### src/rtl/uart_pkg.sv
// Shared types and constants for the 8N1 UART transceiver.
package uart_pkg;

    typedef enum logic [1:0] {
        IDLE  = 2'd0,
        START = 2'd1,
        DATA  = 2'd2,
        STOP  = 2'd3
    } uart_state_t;

    localparam int unsigned UART_DATA_BITS  = 8;
    localparam logic        UART_IDLE_LEVEL = 1'b1;

endpackage

### src/rtl/uart_rx.sv
// 8N1 receiver: two-flop synchroniser, start-bit qualification and mid-bit sampling.
module uart_rx
    import uart_pkg::*;
#(
    parameter int unsigned CLKS_PER_BIT = 16
) (
    input  logic                      CLK,
    input  logic                      RST,
    input  logic                      rx_serial,
    output logic [UART_DATA_BITS-1:0] rx_byte,
    output logic                      rx_valid
);

    localparam int unsigned CNT_W = $clog2(CLKS_PER_BIT) + 1;
    localparam int unsigned HALF  = CLKS_PER_BIT / 2;

    localparam logic [CNT_W-1:0] BIT_LAST  = CNT_W'(CLKS_PER_BIT - 1);
    localparam logic [CNT_W-1:0] HALF_LAST = CNT_W'(HALF - 1);
    localparam logic [2:0]       IDX_LAST  = 3'(UART_DATA_BITS - 1);

    logic                      rx_meta;
    logic                      rx_sync;
    uart_state_t               state, state_d;
    logic [CNT_W-1:0]          cnt, cnt_d;
    logic [2:0]                bit_idx, bit_idx_d;
    logic [UART_DATA_BITS-1:0] shift, shift_d;
    logic [UART_DATA_BITS-1:0] rx_byte_d;
    logic                      rx_valid_d;
    logic                      armed, armed_d;

    // Metastability guard on the asynchronous line
    always_ff @(posedge CLK) begin
        if (RST) begin
            rx_meta <= UART_IDLE_LEVEL;
            rx_sync <= UART_IDLE_LEVEL;
        end else begin
            rx_meta <= rx_serial;
            rx_sync <= rx_meta;
        end
    end

    always_ff @(posedge CLK) begin
        if (RST) begin
            state    <= IDLE;
            cnt      <= '0;
            bit_idx  <= '0;
            shift    <= '0;
            rx_byte  <= '0;
            rx_valid <= 1'b0;
            armed    <= 1'b0;
        end else begin
            state    <= state_d;
            cnt      <= cnt_d;
            bit_idx  <= bit_idx_d;
            shift    <= shift_d;
            rx_byte  <= rx_byte_d;
            rx_valid <= rx_valid_d;
            armed    <= armed_d;
        end
    end

    // armed forces a high line before each start bit, so a break cannot retrigger
    always_comb begin
        state_d    = state;
        cnt_d      = cnt;
        bit_idx_d  = bit_idx;
        shift_d    = shift;
        rx_byte_d  = rx_byte;
        rx_valid_d = 1'b0;
        armed_d    = armed;

        unique case (state)
            IDLE: begin
                cnt_d = '0;
                if (rx_sync) begin
                    armed_d = 1'b1;
                end else if (armed) begin
                    state_d = START;
                end
            end
            START: begin
                if (cnt == HALF_LAST) begin
                    cnt_d     = '0;
                    bit_idx_d = '0;
                    state_d   = rx_sync ? IDLE : DATA;
                end else begin
                    cnt_d = cnt + CNT_W'(1);
                end
            end
            DATA: begin
                if (cnt == BIT_LAST) begin
                    cnt_d     = '0;
                    shift_d   = {rx_sync, shift[UART_DATA_BITS-1:1]};
                    bit_idx_d = bit_idx + 3'd1;
                    if (bit_idx == IDX_LAST) begin
                        state_d = STOP;
                    end
                end else begin
                    cnt_d = cnt + CNT_W'(1);
                end
            end
            STOP: begin
                if (cnt == BIT_LAST) begin
                    cnt_d   = '0;
                    armed_d = 1'b0;
                    state_d = IDLE;
                    if (rx_sync) begin
                        rx_byte_d  = shift;
                        rx_valid_d = 1'b1;
                    end
                end else begin
                    cnt_d = cnt + CNT_W'(1);
                end
            end
            default: state_d = IDLE;
        endcase
    end

endmodule

### src/rtl/uart_xcvr.sv
// Full-duplex 8N1 UART: receiver in uart_rx, transmitter FSM inline.
module uart_xcvr
    import uart_pkg::*;
#(
    parameter int unsigned CLK_FREQ  = 100_000_000,
    parameter int unsigned BAUD_RATE = 115_200
) (
    input  logic                      CLK,
    input  logic                      RST,
    input  logic                      rx_serial,
    output logic                      tx_serial,
    output logic [UART_DATA_BITS-1:0] rx_byte,
    output logic                      rx_valid,
    input  logic [UART_DATA_BITS-1:0] tx_byte,
    input  logic                      tx_start,
    output logic                      tx_busy
);

    localparam int unsigned CLKS_PER_BIT = CLK_FREQ / BAUD_RATE;
    localparam int unsigned CNT_W        = $clog2(CLKS_PER_BIT) + 1;

    localparam logic [CNT_W-1:0] BIT_LAST = CNT_W'(CLKS_PER_BIT - 1);
    localparam logic [2:0]       IDX_LAST = 3'(UART_DATA_BITS - 1);

    uart_rx #(
        .CLKS_PER_BIT (CLKS_PER_BIT)
    ) u_rx (
        .CLK       (CLK),
        .RST       (RST),
        .rx_serial (rx_serial),
        .rx_byte   (rx_byte),
        .rx_valid  (rx_valid)
    );

    uart_state_t               tx_state, tx_state_d;
    logic [CNT_W-1:0]          tx_cnt, tx_cnt_d;
    logic [2:0]                tx_idx, tx_idx_d;
    logic [UART_DATA_BITS-1:0] tx_shift, tx_shift_d;
    logic                      tx_serial_d;
    logic                      tx_busy_d;

    always_ff @(posedge CLK) begin
        if (RST) begin
            tx_state  <= IDLE;
            tx_cnt    <= '0;
            tx_idx    <= '0;
            tx_shift  <= '0;
            tx_serial <= UART_IDLE_LEVEL;
            tx_busy   <= 1'b0;
        end else begin
            tx_state  <= tx_state_d;
            tx_cnt    <= tx_cnt_d;
            tx_idx    <= tx_idx_d;
            tx_shift  <= tx_shift_d;
            tx_serial <= tx_serial_d;
            tx_busy   <= tx_busy_d;
        end
    end

    // Line level is registered one bit ahead so each bit starts on its boundary edge
    always_comb begin
        tx_state_d  = tx_state;
        tx_cnt_d    = tx_cnt;
        tx_idx_d    = tx_idx;
        tx_shift_d  = tx_shift;
        tx_serial_d = tx_serial;
        tx_busy_d   = tx_busy;

        unique case (tx_state)
            IDLE: begin
                tx_serial_d = UART_IDLE_LEVEL;
                tx_busy_d   = 1'b0;
                tx_cnt_d    = '0;
                if (tx_start && !tx_busy) begin
                    tx_shift_d  = tx_byte;
                    tx_busy_d   = 1'b1;
                    tx_serial_d = 1'b0;
                    tx_idx_d    = '0;
                    tx_state_d  = START;
                end
            end
            START: begin
                if (tx_cnt == BIT_LAST) begin
                    tx_cnt_d    = '0;
                    tx_serial_d = tx_shift[0];
                    tx_shift_d  = {1'b0, tx_shift[UART_DATA_BITS-1:1]};
                    tx_state_d  = DATA;
                end else begin
                    tx_cnt_d = tx_cnt + CNT_W'(1);
                end
            end
            DATA: begin
                if (tx_cnt == BIT_LAST) begin
                    tx_cnt_d = '0;
                    tx_idx_d = tx_idx + 3'd1;
                    if (tx_idx == IDX_LAST) begin
                        tx_serial_d = UART_IDLE_LEVEL;
                        tx_state_d  = STOP;
                    end else begin
                        tx_serial_d = tx_shift[0];
                        tx_shift_d  = {1'b0, tx_shift[UART_DATA_BITS-1:1]};
                    end
                end else begin
                    tx_cnt_d = tx_cnt + CNT_W'(1);
                end
            end
            STOP: begin
                if (tx_cnt == BIT_LAST) begin
                    tx_cnt_d   = '0;
                    tx_busy_d  = 1'b0;
                    tx_state_d = IDLE;
                end else begin
                    tx_cnt_d = tx_cnt + CNT_W'(1);
                end
            end
            default: tx_state_d = IDLE;
        endcase
    end

endmodule

### config.mk
export PLATFORM = sky130hd
export DESIGN_NAME = uart_xcvr
export DESIGN_NICKNAME = d
export VERILOG_FILES = /design/src/rtl/uart_pkg.sv /design/src/rtl/uart_rx.sv /design/src/rtl/uart_xcvr.sv
export SDC_FILE = /design/constraint.sdc
export NUM_CORES = 1
export LEC_CHECK = 0
export ABC_AREA = 1
export CORE_MARGIN = 5
export CORE_UTILIZATION = 40
export CTS_CLUSTER_DIAMETER = 150
export CTS_CLUSTER_SIZE = 16
export DETAILED_ROUTE_END_ITERATION = 10
export DONT_BUFFER_PORTS = 1
export PLACE_DENSITY = 0.53
export SETUP_SLACK_MARGIN = 0.3
export SYNTH_ARGS = -nofsm -noshare
export SYNTH_HDL_FRONTEND = slang
export SYNTH_SLANG_ARGS = --single-unit
export TNS_END_PERCENT = 50
### constraint.sdc
create_clock -name CLK -period 1.6 [get_ports CLK]
set_clock_uncertainty 0.1 [all_clocks]
set_input_delay 0.24 -clock CLK [delete_from_list [all_inputs] [get_ports CLK]]
set_output_delay 0.24 -clock CLK [all_outputs]
set_load 0.02 [all_outputs]
=== Yosys cells after proc, flatten, opt, wreduce, memory -nomap -nowiden ===
Cells that the tools add are included.

* Flip-flop bits (word level): 62
* Input port bits: 12
* Output and inout bits: 11
* Logic and storage cells: 109

* Add/subtract/negate cells: 4
* Equal/unequal tests: 24
* Multiplexer cells: 42
* Bitwise logic cells: 2
* Reductions and logical operators: 22

{| class="wikitable"
|+ Operator list
! operator !! count
|-
| $mux 11 || 3
|-
| $pmux 11 s3 || 1
|-
| $mux 8 || 4
|-
| $mux 2 || 12
|-
| $pmux 8 s3 || 1
|-
| $add 11x1->11 const B || 2
|-
| $eq 11x10->1 const B || 2
|-
| $pmux 11 s2 || 1
|-
| $pmux 2 s4 || 2
|-
| $reduce_and 3->1 || 5
|-
| $ne 2x2->1 const B || 7
|-
| $mux 3 || 4
|-
| $ne 2x1->1 const B || 6
|-
| $pmux 3 s2 || 2
|-
| $eq 11x9->1 const B || 1
|-
| $reduce_and 5->1 || 2
|-
| $mux 1 || 9
|-
| $eq 2x2->1 const B || 4
|-
| $reduce_bool 2->1 || 4
|-
| $add 3x1->3 const B || 2
|-
| $eq 3x3->1 const B || 2
|-
| $reduce_and 6->1 || 1
|-
| $reduce_or 3->1 || 2
|-
| $eq 2x1->1 const B || 2
|-
| 9 further kinds || 13
|}

=== Depth between registers and ports, before layout ===
Gate-level depths: netlist of the first run.

* Word-level depth: 4
* Gate-level depth with buffers: 10
* Gate-level depth less buffers: 10

=== Hierarchy ===
A second synthesis of the first run with hierarchy kept.

* Cell total of the unflattened synthesis: 397
* Area total of the unflattened synthesis: 3001.6 µm²

{| class="wikitable"
|+ Modules (own cells, without submodules)
! module !! instances !! cells an instance !! area each (µm²) !! seq. area each (µm²)
|-
| uart_rx || 1 || 206 || 1607.8 || 720.7
|-
| uart_xcvr || 1 || 191 || 1393.8 || 520.5
|}

=== Worst setup path before layout of the first run ===
No wires, ideal clock.

* Path kind: register -> register
* From: register tx_state[0]
* To: register tx_shift[1]
* Library setup time: 0.134 ns
* Data arrival time: 1.487 ns
* Required time: 1.366 ns
* Slack: -0.121 ns
* Cell stages (with the launch flop): 7
* Path buffers: 1
* Clock period less this slack: 1.721 ns
* Cells stage by stage: dfxtp_1 > inv_1 > ha_1 > clkbuf_1 > mux2_2 > nand3_1 > a21oi_1

* Cells in the longest elaborated chain, start to end: 3
* Elaborated cells on any way between the ends: 10
* Classes of those cells: 6 x eq/ne; 1 x mux; 3 x reduce/logical

{| class="wikitable"
|+ Ends and longest elaborated chain
! element !! line !! RTL
|-
| from (decl) || uart_xcvr.sv:35 || <nowiki>uart_state_t tx_state, tx_state_d;</nowiki>
|-
| from (signal assigned) || uart_xcvr.sv:51 || <nowiki>tx_state <= tx_state_d;</nowiki>
|-
| $eq 2x2->1, or another cell as far along || uart_xcvr.sv:69 || <nowiki>unique case (tx_state)</nowiki>
|-
| $ne 2x2->1 (no source line) or $reduce_bool 3->1 (tied branches) || - ||
|-
| $reduce_and 5->1 (no source line) || - ||
|-
| to (signal assigned) || uart_xcvr.sv:54 || <nowiki>tx_shift <= tx_shift_d;</nowiki>
|-
| to (decl) || uart_xcvr.sv:38 || <nowiki>logic [UART_DATA_BITS-1:0] tx_shift, tx_shift_d;</nowiki>
|}

Parallel ways exist; a longest one is shown, timed or not.
A chain may end at the register's enable or synchronous reset.

=== Final worst setup path of the first run ===
* From: register tx_cnt[1]
* To: register tx_idx[2]

* Cells in the longest elaborated chain, start to end: 3

{| class="wikitable"
|+ Ends and longest elaborated chain
! element !! line !! RTL
|-
| from (decl) || uart_xcvr.sv:36 || <nowiki>logic [CNT_W-1:0] tx_cnt, tx_cnt_d;</nowiki>
|-
| from (signal assigned) || uart_xcvr.sv:52 || <nowiki>tx_cnt <= tx_cnt_d;</nowiki>
|-
| $eq 11x10->1 || uart_xcvr.sv:93 || <nowiki>if (tx_cnt == BIT_LAST) begin</nowiki>
|-
| $ne 2x2->1 (no source line) || - ||
|-
| $reduce_and 3->1 (no source line) || - ||
|-
| to (signal assigned) || uart_xcvr.sv:53 || <nowiki>tx_idx <= tx_idx_d;</nowiki>
|-
| to (decl) || uart_xcvr.sv:37 || <nowiki>logic [2:0] tx_idx, tx_idx_d;</nowiki>
|}

No other way between the ends.

==> flow_metrics.tcl, run 1 <==
set metrics [dict create \
    yosysWarnings 0 \
    arrival_ps 1750 \
    drive_above_1_share_pct 44.76 \
    dpl_cell_area_um2 3221 \
    ioPinCount 23 \
    n_fill_cell 672 \
    num_vias 2558 \
    ys_seq_area_share_pct 42.96 \
    peakVddDrop_mv 1.217 \
    synth_top_area_share_pct 42.96 \
    ff_latch_area_um2 1266 \
    diodes 0 \
    ant_nets 0 \
    max_slew_margin_pct 68.44 \
    area_growth_pct 41.97 \
    start_util_pct 40.48 \
    tns_ps 0 \
    overflow 0 \
    fin_crit_sh_pct 99.94 \
    leakagePower_nw 1.590 \
    grt_max_degree 21 \
    synthTopCellsByArea "dfxtp_1 43%, nand2_1 9.0%, nor2_1 6.5%" \
    synth.avg_cell_area_um2 7.704 \
    vias_per_cell 4.845 \
    routed_wl_mm 6.450 \
    cts_tree "done" \
    violations "negative hold slack" \
    preCtsSetupSlack_ps -39.58 \
    drc_errors 0 \
    syn-num-nets 399 \
    fin_ws_ps 0.9297 \
    holdWs_ps -139.1 \
    final_cell_mix "57 x nand2_1, 50 x dfxtp_1, 34 x nor2_1" \
    clock-sinks 62 \
    slew_viol_final 0 \
    rsz0062_at_grt "true" \
    port_buffers 0 \
    worst_pin_slew_ps 472.9 \
    insertion_delay_ps 330 \
    routedWlPerCell_um 12.22 \
    hold_viol 17 \
    numCtsBuffers 9 \
    outcome "complete, but fails checks" \
    powerDensity_nw_per_um2 1293 \
    path_clk_slew_ps 80 \
    synth.distinct_cells 36 \
    rows 31 \
    cts_root_buf "clkbuf_8" \
    antenna_found_initial 0 \
    cts_hold_buf 1 \
    stdcell_area_um2 4101 \
    cts_max_level 3 \
    crit_fanout 5 \
    hpwl_mm 3.923 \
    ys_seq_elements 62 \
    startpoint_type "flip-flop" \
    place.gp.congestion 0.7929 \
    grt.total_usage_pct 14.61 \
    maxCapViolCount 0 \
    hold_class "in -> reg" \
    die_area_um2 9022 \
    syn_area_um2 2889 \
    multiInputGateArea_um2 1904 \
    die_width_um 94.99 \
    dr.pass1.iters 4 \
    grt_pass1_wl_mm 10.49 \
    final_common_cell "nand2_1" \
    die_y_um 94.99 \
    required_ps 1750 \
    setup.reg_to_reg.worst_slack_ps 0.9 \
    cts_buffer_depth 2 \
    crit_type "reg -> reg" \
    yosys.area.top_type "dfxtp_1" \
    syn_inst 375 \
    first_iter_violations 69 \
    max_freq_mhz 625.4 \
    nets 448 \
    coreArea_um2 7137 \
    finalSetupViolCount 0 \
    fin_crit_ps 1599 \
    endpoint_kind "flip-flop" \
    first_global_vias 2410 \
]
-- stage by stage --
| step | std cells | utilization (%) | power, W |
|---|---|---|---|
| 2_1_floorplan | 375 | - | 0.003044 |
| 3_3_place_gp | 482 | 45.13 | 0.003404 |
| 3_5_place_dp | 482 | 45.13 | 0.003413 |
| 6_report | 528 | 57.47 | 0.005304 |
| 4_1_cts | 515 | 52.24 | 0.004861 |
| 5_1_grt | 528 | 57.47 | 0.005654 |
-- cell families after synthesis --
kind of cell | Yosys count | share of synthesized area, %
xor+xnor | 6 | 1.819
mux | 6 | 2.339
fa+ha+maj | 12 | 5.197
compound gates | 58 | 10.83
flops | 62 | 42.96
simple gates | 175 | 28.58
buf+inv | 56 | 8.272
-- where the power goes --
group	internal [W]	switching [W]	total, W
Combinational	0.00100	0.00114	0.00214
Sequential	0.00171	0.000126	0.00184
Clock	0.000714	0.000615	0.00133
Total	0.00342	0.00188	0.00530
-- synth_stat cells --
library cell and number:
o211ai_1 1, nor3b_1 3, xnor2_1 2, inv_1 38, nand2_1 69, nor3_4 1
nand3b_1 1, clkinv_2 1, or2_2 2, nand3_1 23, buf_2 2, nor2_1 50
o21ai_2 1, nand2_2 4, mux2_2 6, a31oi_1 2, ha_1 12, clkbuf_1 5
xor2_1 4, buf_6 2, inv_4 1, o21ai_0 13, buf_4 2, inv_2 5
nand3_4 2, o21a_1 1, nor3_1 5, nand4_1 7, nor2_2 2, a21oi_2 3
nor3_2 4, nor2_4 1, o21ai_1 9, dfxtp_1 62, nor3b_2 1, a21oi_1 28
-- critical path: stages, from the launching register on --
cell and delay [ps]:
dfxtp_2 350, ha_4 140, nand2_1 50, nor3_2 190
nand3_2 140, buf_6 160, nand2_4 70, buf_6 100
nand4_1 70, a21oi_1 150
-- layer usage --
metal	part of all wire (%)	global-route usage, %	vias up
met5	0	0	-
li1	-	-	1324
met2	50	23.55	34
met3	3.7	4.861	4
met4	0.88	5.048	0
met1	46	18.23	1196
-- layout make-up --
class / instances / share of cell area [%]
multi-input combinational: 260 / 46.43
clock buffer: 10 / 3.112
timing repair buffer: 45 / 10.04
sequential: 62 / 30.87
inverter: 45 / 4.728
tap: 99 / 3.020
timing repair inverter: 1 / 0.2746
clock inverter: 6 / 1.525
-- registers in the layout, summed over array words and instances (netlist names), named ones only --
name           cells
tx_idx             3
u_rx.rx_byte       8
tx_shift           8
u_rx.state         1
u_rx.rx_sync       1
tx_busy            1
u_rx.shift         8
u_rx.bit_idx       3
tx_state           2
u_rx.rx_valid      1
tx_serial          1
u_rx.cnt          11
tx_cnt            11
u_rx.armed         1
u_rx.rx_meta       1
-- timing repair --
| item | CTS | global route |
|---|---|---|
| gates resized for setup | 51 | 78 |
| hold endpoints to repair | 17 | 17 |
| buffers inserted | 13 | 12 |
| cloned | 3 | 1 |
| pin swaps | 19 | 54 |
| endpoints found under the setup margin | 59 | 60 |
-- final timing paths --
check	start	depth (start not counted)	end
setup / recovery	tx_cnt[1]$_SDFF_PP0_	9	tx_idx[2]$_SDFFE_PP0P_
hold / removal	RST	1	tx_shift[3]$_SDFFE_PP0P_
setup reg to reg	tx_cnt[1]$_SDFF_PP0_	9	tx_idx[2]$_SDFFE_PP0P_
hold reg to reg	u_rx.rx_meta$_SDFF_PP1_	1	u_rx.rx_sync$_SDFF_PP1_
No activity file was read; power rests on OpenSTA's default activity.
==> inputs of run 2 (changes only) <==
--- a/config.mk
+++ b/config.mk
@@ -12,7 +12,7 @@
 export CTS_CLUSTER_SIZE = 16
 export DETAILED_ROUTE_END_ITERATION = 10
 export DONT_BUFFER_PORTS = 1
-export PLACE_DENSITY = 0.53
+export PLACE_DENSITY_LB_ADDON = 0.1
 export SETUP_SLACK_MARGIN = 0.3
 export SYNTH_ARGS = -nofsm -noshare
 export SYNTH_HDL_FRONTEND = slang
==> constraint.sdc (replaced) <==
create_clock -name CLK -period 1.4 [get_ports CLK]
set_clock_uncertainty 0.1 [all_clocks]
set_input_delay 0.21 -clock CLK [delete_from_list [all_inputs] [get_ports CLK]]
set_output_delay 0.21 -clock CLK [all_outputs]
set_load 0.02 [all_outputs]
==> run 2 against run 1 <==
Net effect: the flow finishes with violations (negative hold slack, negative setup slack); sequential share of layout area is 2.1 points lower; maximum frequency is 1.5% lower; largest cell class unchanged; critical endpoint is now tx_shift[7]$_SDFFE_PP0P_; utilization is 4.0 points higher.
==> flow_metrics.tcl, run 2 (same netlist as run 1, synthesis figures left out) <==
set metrics [dict create \
    r2r-start "tx_cnt[1]$_SDFF_PP0_" \
    max_freq_mhz 616.3 \
    coreArea_um2 7137 \
    stdcell_area_um2 4388 \
    tns_ps -5845 \
    max_stage_delay_ps 350 \
    die_area_um2 9022 \
    drc_errors 0 \
    nets 476 \
    area_growth_pct 51.88 \
    clock-sinks 62 \
    final_common_cell "buf_4" \
    routed_wl_mm 6.596 \
    numCtsBuffers 9 \
    holdPathEnd "tx_idx[0]$_SDFFE_PP0P_" \
    hpwl_mm 4.168 \
    first_global_vias 2518 \
    finalPower_w 0.006359 \
    rsz0062_at_grt "true" \
    ioPinCount 23 \
    crit_type "reg -> reg" \
    whs_path_depth 1 \
    finalSetupViolCount 58 \
    cts_buffer_depth 2 \
    violations "negative hold slack, negative setup slack" \
    routedWlPerCell_um 11.86 \
    ant_nets 0 \
    dr.pass1.iters 4 \
    reg2regPathDepth 8 \
    dpl_cell_area_um2 3536 \
    diodes 0 \
    cts_root_buf "clkbuf_8" \
    grt.total_usage_pct 15.03 \
    leakagePower_nw 1.794 \
    rows 31 \
    vias_per_cell 4.678 \
    top_regs "tx_cnt x11, u_rx.cnt x11" \
    place.gp.congestion 0.7897 \
    path_cells "ha_4 > nand2_2 > nor3_4 > nand3_4 > nand2_4 > buf_6 > nand4_1 > a21oi_2" \
    fin_crit_sh_pct 115.9 \
    peakVddDrop_mv 1.402 \
    arrival_ps 1790 \
    overflow 0 \
    hold_class "in -> reg" \
    path_clk_slew_ps 70 \
    crit_fanout 6 \
    num_vias 2601 \
    required_ps 1560 \
    startpoint_type "flip-flop" \
    cts_hold_buf 1 \
    maxCapViolCount 0 \
    powerDensity_nw_per_um2 1449 \
    grt_max_degree 21 \
    cpMaxStageDelayCell "dfxtp_2" \
    cts_max_level 3 \
    fin_crit_ps 1623 \
    drive_above_1_share_pct 50.11 \
    start_util_pct 40.48 \
    final_cell_mix "53 x buf_4, 51 x nand2_1, 51 x dfxtp_1" \
    insertion_delay_ps 340 \
    outcome "complete, but fails checks" \
    first_iter_violations 66 \
    die_width_um 94.99 \
    holdWs_ps -174.5 \
    final_util_pct 61.48 \
    antenna_found_initial 0 \
    die_y_um 94.99 \
    slew_viol_final 0 \
    cts_tree "done" \
    worstHoldStart "RST" \
    endpoint_kind "flip-flop" \
    worst_pin_slew_ps 300.3 \
    setup.reg_to_reg.worst_slack_ps -220 \
    fin_ws_ps -222.7 \
    max_slew_margin_pct 79.96 \
    port_buffers 0 \
    hold_viol 17 \
    grt_pass1_wl_mm 10.81 \
    rr_endpoint "tx_shift[7]$_SDFFE_PP0P_" \
]
-- run 2: cell types whose count changed in the layout (fill, tap and decap cells not counted), moves of 5 or more --
cell and change:
o21ai_2 -5, o21ai_1 +6, buf_4 +28, nand2_1 -6
nand2_2 +5
-- run 2: cell type report --
cell class,count,area (um^2)
fill,647,2749
multi-input combinational,259,1956
sequential,62,1262
timing repair buffer,74,636.9
inverter,45,193.9
clock buffer,10,137.6
tap,99,123.9
clock inverter,6,68.82
timing repair inverter,1,8.758
-- run 2: how the worst max path moves through the flow --
| stage | startpoint | to | depth (start not counted) |
|---|---|---|---|
| final | tx_cnt[1]$_SDFF_PP0_ | tx_shift[7]$_SDFFE_PP0P_ | 8 |
| after global routing | tx_cnt[1]$_SDFF_PP0_ | tx_shift[7]$_SDFFE_PP0P_ | 8 |
| after CTS | tx_idx[0]$_SDFFE_PP0P_ | tx_shift[7]$_SDFFE_PP0P_ | 8 |
| after detailed placement | tx_cnt[1]$_SDFF_PP0_ | tx_shift[7]$_SDFFE_PP0P_ | 8 |
| after global placement | tx_cnt[1]$_SDFF_PP0_ | tx_shift[7]$_SDFFE_PP0P_ | 8 |
| after floorplan | tx_idx[0]$_SDFFE_PP0P_ | tx_shift[6]$_SDFFE_PP0P_ | 8 |
-- run 2: power breakdown --
part | switching, W | leakage, nW | internal (W)
Sequential | 0.000147 | 0.508 | 0.00196
Combinational | 0.00136 | 1.18 | 0.00126
Clock | 0.000748 | 0.103 | 0.000883
-- run 2: stage by stage --
step / worst slack (ps) / hold slack, ps / instances
finish: -222.7 / -174.5 / 556
global route: -302.7 / -198.8 / 556
CTS: -141.6 / -199.8 / 546
detailed placement: -259.9 / 176.5 / 524
global placement: -186.8 / 177.0 / 524
floorplan: -126.1 / 213.8 / 375
-- run 2: critical path, delay by kind of cell, from the launching register on --
family | cells | cell delay (ps)
AOI/OAI and AO/OA | 1 | 170
adders and majority gates | 1 | 140
buffers and inverters | 1 | 130
DFF | 1 | 350
and+or+nand+nor | 5 | 680
-- run 2: repair_timing --
item / in CTS / in global routing
endpoints found under the setup margin: 71 / 71
buffers inserted: 4 / 8
hold endpoints to repair: 17 / 17
pin swaps: 23 / 29
resized for setup: 50 / 93
gates cloned: 1 / 2
-- run 2: per-layer routing --
metal / global-route usage, % / wire length, um / vias up
li1: - / - / 1378
met1: 19.04 / 3095 / 1192
met2: 24.13 / 3227 / 24
met3: 3.825 / 193 / 7
met4: 6.490 / 79 / 0
met5: 0 / 0 / -
==> inputs of run 3 (changes only) <==
--- a/config.mk
+++ b/config.mk
@@ -12,7 +12,6 @@
 export CTS_CLUSTER_SIZE = 16
 export DETAILED_ROUTE_END_ITERATION = 10
 export DONT_BUFFER_PORTS = 1
-export PLACE_DENSITY_LB_ADDON = 0.1
 export SETUP_SLACK_MARGIN = 0.3
 export SYNTH_ARGS = -nofsm -noshare
 export SYNTH_HDL_FRONTEND = slang
==> run 3 against run 2 <==
Net effect: largest power group unchanged; critical endpoint unchanged; final area shrank 3.8%; cell count fell by 1.3%; count of clock-buffer cells in the layout unchanged; highest routed layer unchanged; flip-flop and latch count unchanged; sequential share of layout area increased by 1.2 points; via count is essentially flat; worst setup slack improved by 100 ps; utilization fell by 2.4 points; die area did not move; maximum frequency up 6.5%; the run still ends with negative hold slack, negative setup slack left; first-iteration DRC count fell by 26%.
==> flow_metrics.tcl, run 3 (same netlist as run 1, synthesis figures left out) <==
set metrics [dict create \
    outcome "complete, but fails checks" \
    violations "negative hold slack, negative setup slack" \
    hold_viol 17 \
    die_width_um 94.99 \
    cp-startpoint "tx_busy$_SDFFE_PP0P_" \
    r2r-start "tx_busy$_SDFFE_PP0P_" \
    clkPwrFrac_pct 25.1 \
    max_slew_margin_pct 73.96 \
    slew_viol_final 0 \
    ioPinCount 23 \
    place.gp.congestion 0.8289 \
    final_cell_mix "57 x buf_4, 56 x nand2_1, 52 x dfxtp_1" \
    cts_root_buf "clkbuf_8" \
    antenna_found_initial 0 \
    peakVddDrop_mv 1.580 \
    combPwrFrac_pct 41.1 \
    worst_pin_slew_ps 389.2 \
    cts_hold_buf 1 \
    preCtsSetupSlack_ps -237.7 \
    powerDensity_nw_per_um2 1478 \
    fin_ws_ps -123.0 \
    max_freq_mhz 656.6 \
    cts_max_level 3 \
    rsz0062_at_grt "true" \
    nets 469 \
    p_int_w 0.004022 \
    arrival_ps 1690 \
    ant_nets 0 \
    clock-sinks 62 \
    first_iter_violations 49 \
    fin_crit_ps 1523 \
    drive_above_1_share_pct 44.44 \
    crit_type "reg -> reg" \
    cpMaxStageDelayCell "dfxtp_1" \
    overflow 0 \
    endpoint_kind "flip-flop" \
    holdWs_ps -166.3 \
    hpwl_mm 4.089 \
    cts_buffer_depth 2 \
    start_util_pct 40.48 \
    coreArea_um2 7137 \
    path_cells "nor2_1 > nor2_4 > nor3_4 > buf_6 > nand4_1 > a21oi_1" \
    finalPower_w 0.006237 \
    sw_frac_of_total_pct 35.51 \
    insertion_delay_ps 340 \
    dr.pass1.iters 5 \
    hold_class "in -> reg" \
    numCtsBuffers 9 \
    finalSetupViolCount 58 \
    drc_errors 0 \
    die_area_um2 9022 \
    top_regs "tx_cnt x11, u_rx.cnt x11" \
    num_vias 2600 \
    cts_tree "done" \
    final_common_cell "buf_4" \
    p_sw_w 0.002215 \
    worstHoldStart "RST" \
    die_y_um 94.99 \
    grt_pass1_wl_mm 10.38 \
    startpoint_type "flip-flop" \
    area_growth_pct 46.04 \
    required_ps 1570 \
    crit_fanout 5 \
    grt_max_degree 21 \
    fin_crit_sh_pct 108.8 \
    rows 31 \
    power_frac_seq_pct 33.8 \
    leakagePower_nw 1.756 \
    path_clk_slew_ps 70 \
    routed_wl_mm 6.206 \
    grt.total_usage_pct 14.35 \
    first_global_vias 2463 \
    routedWlPerCell_um 11.30 \
    diodes 0 \
    port_buffers 0 \
    vias_per_cell 4.736 \
    max_stage_delay_ps 310 \
    maxCapViolCount 0 \
]
run 3: cell types whose count changed in the layout (fill, tap and decap cells not counted), sizes merged:
cell      before  now
nand3         26   27
nand2         74   73
inv           47   45
clkinvlp       1    2
buf           73   67
run 3: final timing paths:
kind / slack [ps] / cells after the start / to
worst max-delay path: -120 / 6 / tx_shift[7]$_SDFFE_PP0P_
worst max register to register: -120 / 6 / tx_shift[7]$_SDFFE_PP0P_
worst min-delay path: -170 / 1 / tx_idx[0]$_SDFFE_PP0P_
worst min register to register: 320 / 1 / u_rx.rx_sync$_SDFF_PP1_
run 3: cell type report:
type | count | area, um^2
well taps | 99 | 123.9
flip-flops and latches | 62 | 1266
repair buffers | 68 | 559.3
inverters | 45 | 198.9
multi-input cells | 259 | 1872
fillers | 642 | 2918
clock buffers | 10 | 127.6
clock inverters | 6 | 71.32
run 3: per-layer routing:
layer	GRT usage [%]	routed length (um)
met1	16.99	2881
met2	24.19	3046
met3	4.861	215
met4	4.928	62
met5	0	0
run 3: metrics by stage:
| stage | area [um^2] | instances | util [%] | TNS, ps |
|---|---|---|---|---|
| floorplan | 3050 | 375 | - | -1125 |
| global placement | 3533 | 522 | 49.51 | -5252 |
| detailed placement | 3533 | 522 | 49.51 | -7035 |
| CTS | 4095 | 546 | 57.38 | -3023 |
| global route | 4219 | 549 | 59.12 | -8514 |
| finish | 4219 | 549 | 59.12 | -3170 |
run 3: worst max-delay path: cells and delay by family (launching register included):
| family | cells | cell delay [ps] |
|---|---|---|
| AOI/OAI and AO/OA | 1 | 120 |
| buffers and inverters | 1 | 170 |
| DFF | 1 | 310 |
| and+or+nand+nor | 4 | 750 |
run 3: power groups by stage:
| stage | clock network (W) | registers [W] | logic, W |
|---|---|---|---|
| CTS | 0.00162 | 0.00211 | 0.00247 |
| global route | 0.00171 | 0.00213 | 0.00280 |
| global placement | 0 | 0.00211 | 0.00198 |
| finish | 0.00157 | 0.00211 | 0.00256 |
| detailed placement | 0 | 0.00212 | 0.00199 |
| floorplan | 0 | 0.00212 | 0.00136 |
run 3: timing repair:
item | CTS | global route
setup buffers | 5 | 3
hold endpoints to repair | 17 | 17
resized for setup | 85 | 25
setup endpoints to repair | 70 | 71
pin swaps | 38 | 11
gates cloned | 2 | 0
